$ cat src/rtl/flit_rx_ctrl.sv
// flit_rx_ctrl: per-port packet receiver with framing/parity/destination checks and a one-shot start/finish/result handshake
module flit_rx_ctrl #(
  parameter int DATA_W = 16,
  parameter int LOCAL_X = 0,
  parameter int LOCAL_Y = 0,
  parameter int MAX_FLITS = 8
) (
  input  logic                               clk,
  input  logic                               rst,
  input  logic                               in_valid,
  input  logic [DATA_W-1:0]                  in_flit,
  input  logic                               in_parity,
  output logic                               in_ready,
  input  logic                               ready,
  input  logic                               accept,
  output logic                               start,
  output logic                               finish,
  output logic                               result,
  output logic                               pkt_done,
  output logic                               pkt_ok,
  output logic                               err_frame,
  output logic [$clog2(MAX_FLITS+1)-1:0]     flit_cnt
);
  localparam int CW = $clog2(MAX_FLITS + 1);
  localparam logic [1:0] LX = 2'(LOCAL_X);
  localparam logic [1:0] LY = 2'(LOCAL_Y);
  typedef enum logic [1:0] {IDLE, RECV, ACK, CLR} state_t;
  state_t state, state_nx;
  logic start_nx, finish_nx, result_nx, done_nx, ok_nx, err_nx;
  logic [CW-1:0] cnt_nx;
  logic xfer, par_ok, dst_ok, is_head, is_tail;
  assign in_ready = !rst && ((state == IDLE && ready) || state == RECV);
  assign xfer     = in_valid && in_ready;
  assign par_ok   = (^in_flit) == in_parity;
  assign dst_ok   = in_flit[3:2] == LX && in_flit[1:0] == LY;
  assign is_head  = in_flit[DATA_W-2];
  assign is_tail  = in_flit[DATA_W-1];
  always_comb begin
    state_nx  = state;
    start_nx  = start;
    finish_nx = finish;
    result_nx = result;
    cnt_nx    = flit_cnt;
    ok_nx     = pkt_ok;
    done_nx   = 1'b0;
    err_nx    = 1'b0;
    case (state)
      IDLE: if (xfer) begin
        if (is_head) begin
          start_nx  = 1'b1;
          finish_nx = is_tail;
          result_nx = par_ok && dst_ok;
          cnt_nx    = CW'(1);
          state_nx  = is_tail ? ACK : RECV;
        end else begin
          err_nx = 1'b1;
        end
      end
      RECV: if (xfer) begin
        if (is_head) begin
          result_nx = 1'b0;
          finish_nx = 1'b1;
          err_nx    = 1'b1;
          state_nx  = ACK;
        end else begin
          cnt_nx    = flit_cnt + 1'b1;
          result_nx = result && par_ok;
          if (is_tail) begin
            finish_nx = 1'b1;
            state_nx  = ACK;
          end else if (flit_cnt == CW'(MAX_FLITS - 1)) begin
            result_nx = 1'b0;
            finish_nx = 1'b1;
            err_nx    = 1'b1;
            state_nx  = ACK;
          end
        end
      end
      ACK: begin
        start_nx  = 1'b0;
        finish_nx = 1'b0;
        result_nx = 1'b0;
        cnt_nx    = '0;
        done_nx   = 1'b1;
        ok_nx     = accept;
        state_nx  = CLR;
      end
      CLR: state_nx = IDLE;
    endcase
  end
  always_ff @(posedge clk) begin
    if (rst) begin
      state     <= IDLE;
      start     <= 1'b0;
      finish    <= 1'b0;
      result    <= 1'b0;
      pkt_done  <= 1'b0;
      pkt_ok    <= 1'b0;
      err_frame <= 1'b0;
      flit_cnt  <= '0;
    end else begin
      state     <= state_nx;
      start     <= start_nx;
      finish    <= finish_nx;
      result    <= result_nx;
      pkt_done  <= done_nx;
      pkt_ok    <= ok_nx;
      err_frame <= err_nx;
      flit_cnt  <= cnt_nx;
    end
  end
endmodule
$ cat config.mk
export PLATFORM = sky130hd
export DESIGN_NAME = flit_rx_ctrl
export DESIGN_NICKNAME = d
export VERILOG_FILES = /design/src/rtl/flit_rx_ctrl.sv
export SDC_FILE = /design/constraint.sdc
export NUM_CORES = 1
export LEC_CHECK = 0
export ABC_AREA = 1
export CAP_MARGIN = 20
export CORE_MARGIN = 2
export CORE_UTILIZATION = 52
export CTS_BUF_LIST = sky130_fd_sc_hd__clkbuf_8
export DETAILED_ROUTE_END_ITERATION = 7
export GPL_TIMING_DRIVEN = 0
export PLACE_DENSITY = 0.95
export SYNTH_ARGS = -nofsm -noshare
export SYNTH_HDL_FRONTEND = slang
export SYNTH_SLANG_ARGS = --single-unit
export TNS_END_PERCENT = 100
$ cat constraint.sdc
create_clock -name clk -period 3 [get_ports clk]
set_clock_uncertainty 0.1 [all_clocks]
set_input_delay 0.6 -clock clk [delete_from_list [all_inputs] [get_ports clk]]
set_output_delay 0.6 -clock clk [all_outputs]
set_load 0.02 [all_outputs]
==> results.cfg, run 1 <==
[status]
outcome = completed

[grt]
grt-ovfl-total = 0
grt_usage_pct = 26.1
grt_max_degree = 11
grt_pass1_wl_mm = 5.06
first_global_vias = 1272
antenna_found_initial = 0

[worst_setup_path]
crit_arrival_ns = 1.95
critPathMaxFanout = 2
startpoint_type = primary input
required_ns = 2.30
path_class = primary input to primary output
crit_chain = clkdlybuf4s50_1 > nand2_1 > a21oi_4 > clkdlybuf4s50_1
reg2reg_from = state[1]
rrSetupSlack_ns = 0.92
rr_endpoint = flit_cnt[3]
worstSetupEndpointType = primary output
slowest_delay_ns = 0.64
crit_path_frequent_cell = clkdlybuf4s50_1
critPathSlowestCell = clkdlybuf4s50_1
r2r_cells = 11

[place]
hpwl_mm = 2.25
post-place-ws_ns = 0.301
place_inst = 239
gp_congestion = 0.816
port_buffers = 31

[route]
drt-total-wl_mm = 2.89
vias = 1278
routed_via_density = 5.26
drt-initial-drc-count = 44
drtPass1Iterations = 4
drc = 0
wl_per_cell_um = 11.9
antenna_left = 0

[synthesis]
synth_area_um2 = 1090
yosys.area_share.simple_pct = 37.5
synth_nets = 212
synth_top_family_by_area = simple AND/OR/NAND/NOR gates
yosys.cell_types.count = 25
yosysSeqAreaShare_pct = 22.0
synthAdderAreaFrac_pct = 10.3
synth_mux_area_share_pct = 0
ys_ff_latch = 12
yosys_warnings = 0
avgSynthCellArea_um2 = 6.03
synth_xor_area_share_pct = 0.802
synth_compound_area_share_pct = 15.5
syn_inst = 181

[sta]
slew_viol_final = 0
tightest_slew_ns = 0.533
period_needed_ns = 2.65
tns_ns = 0
finalHoldViolations = 0
setup_viol = 0
fin_ws_ns = 0.349
clock.fmax_mhz = 377
relSlewSlack_pct = 64.5
rsz0062_at_grt = no
finalCritPeriodShare_pct = 88.4

[cts]
cts_root_buf = clkbuf_8
clock_sinks = 12
numCtsBuffers = 3
tritoncts = yes
cts_max_level = 1
post-cts-setup-buffers = 0
clkLatencyLatePin_ns = 0.24
ctsHoldBuffers = 0
clkSlewWorstSetupHoldPaths_ns = 0.05
ctsLongestPathBuffers = 2
post_cts_resized = 0

[pwr]
pwr-share-comb_pct = 62.2
p_int_mw = 0.581
power_density_nw_per_um2 = 734
p_switching_mw = 0.514
cellLeakagePower_nw = 0.773
power_switching_share_pct = 47.0
clkPwrFrac_pct = 16.3
power_frac_seq_pct = 21.5
vdd_ir_drop_max_mv = 0.571

[die]
dieWidth_um = 49.8
die_area_um2 = 2480
std_cell_rows = 16
ios = 33
coreArea_um2 = 1960
initial_core_util_pct = 55.7
fp.dieH_um = 49.8

[layout]
final_nets = 248
drive_gt1_share_pct = 6.48
finish.utilization_pct = 76.0
num_antenna_cells = 0
syn2layout_area_growth_pct = 36.5
stdcell_count = 243

[hold_path]
hold_path_startpoint = flit_cnt[3]
hold_depth = 2
hold_path_class = flop to flop
holdPathEnd = flit_cnt[3]

[run]
drv_cap = 0
power groups by stage:
stage	combinational [mW]	sequential [mW]	clock, mW
floorplan	0.445	0.262	0
global placement	0.621	0.234	0
detailed placement	0.658	0.238	0
CTS	0.676	0.236	0.178
global route	0.740	0.241	0.189
finish	0.681	0.235	0.178
per-layer routing:
layer | share of wire (%) | vias up | track usage (%)
met5 | 0 | - | 0
met4 | 2.8 | 0 | 10.2
met3 | 5.5 | 14 | 5.15
met2 | 53 | 57 | 50.4
met1 | 38 | 571 | 27.2
li1 | - | 636 | -
through the flow:
| stage | instance area, µm² | power (mW) | hold slack, ns |
|---|---|---|---|
| after floorplan | 1090 | 0.706 | 0.404 |
| after global placement | 1440 | 0.854 | 0.379 |
| after global routing | 1490 | 1.17 | 0.419 |
| after CTS | 1490 | 1.09 | 0.399 |
| after detailed placement | 1440 | 0.896 | 0.389 |
| final | 1490 | 1.09 | 0.414 |
worst max-delay path by stage:
stage	from	to	slack, ns	depth (start not counted)
3_3_place_gp	ready	in_ready	0.38	4
3_5_place_dp	in_flit[14]	result	0.30	15
5_1_grt	state[1]	in_ready	0.25	5
2_1_floorplan	rst	flit_cnt[2]	1.06	9
4_1_cts	ready	in_ready	0.34	4
6_report	ready	in_ready	0.35	4
critical path: cells and delay by family:
family | cells | cell delay, ns
buffers and inverters | 2 | 1.10
AOI/OAI and AO/OA | 1 | 0.17
and+or+nand+nor | 1 | 0.08
registers in the layout (all words and copies together), names as in the netlist:
name and count:
start 1, err_frame 1, flit_cnt 4, state 2
finish 1, result 1, pkt_done 1, pkt_ok 1
Yosys cell counts:
cell	number	area share (%)
nand3_1	14	6.4
inv_2	1	0.34
o21ai_1	1	0.46
o21a_1	1	0.69
inv_1	34	12
a21oi_2	1	0.80
a21oi_1	10	4.6
a211oi_1	2	1.4
a31oi_1	1	0.57
nand2_1	63	22
xnor2_1	1	0.80
a21oi_4	2	3.0
dfxtp_1	12	22
o21ai_0	4	1.8
clkbuf_1	1	0.34
nand2_4	2	2.1
buf_6	1	1.0
nor3b_1	2	1.4
nand4_1	1	0.57
nor2_1	14	4.8
o211ai_1	1	0.69
nor2_2	1	0.57
ha_1	9	10
o21ai_4	1	1.5
inv_4	1	0.57
cell type report:
type	instances	area, µm²
tap	27	33.8
sequential	12	240
timing repair buffer	31	310
buffer	2	15.0
fill	153	470
clock buffer	4	55.1
inverter	36	138
multi-input combinational	131	699
layout by cell type, fill, tap and decap left out, types with 2 or more instances in the layout:
cell type	netlist	layout
clkdlybuf4s50_1	0	31
clkbuf_8	0	4
nand3_1	14	14
a21oi_4	2	2
inv_1	34	34
nand2_4	2	2
nor3b_1	2	2
ha_1	9	9
o21ai_0	4	4
a211oi_1	2	2
nor2_1	14	14
a21oi_1	10	10
nand2_1	63	63
dfxtp_1	12	12
kinds of logic after synthesis:
| kind of cell | count (synthesis) |
|---|---|
| AND/OR/NAND/NOR | 97 |
| AO/OA/AOI/OAI | 24 |
| buffers and inverters | 38 |
| XOR/XNOR | 1 |
| flip-flops | 12 |
| adder cells (fa/ha/maj) | 9 |
Note: power is estimated with default switching activity, not from simulation.
==> run 2, diff against run 1 <==
--- a/config.mk
+++ b/config.mk
@@ -16,4 +16,4 @@
 export SYNTH_ARGS = -nofsm -noshare
 export SYNTH_HDL_FRONTEND = slang
 export SYNTH_SLANG_ARGS = --single-unit
-export TNS_END_PERCENT = 100
+export TNS_END_PERCENT = 1
==> results of run 2 <==
Final layout, timing and power as in run 1 (identical DEF).
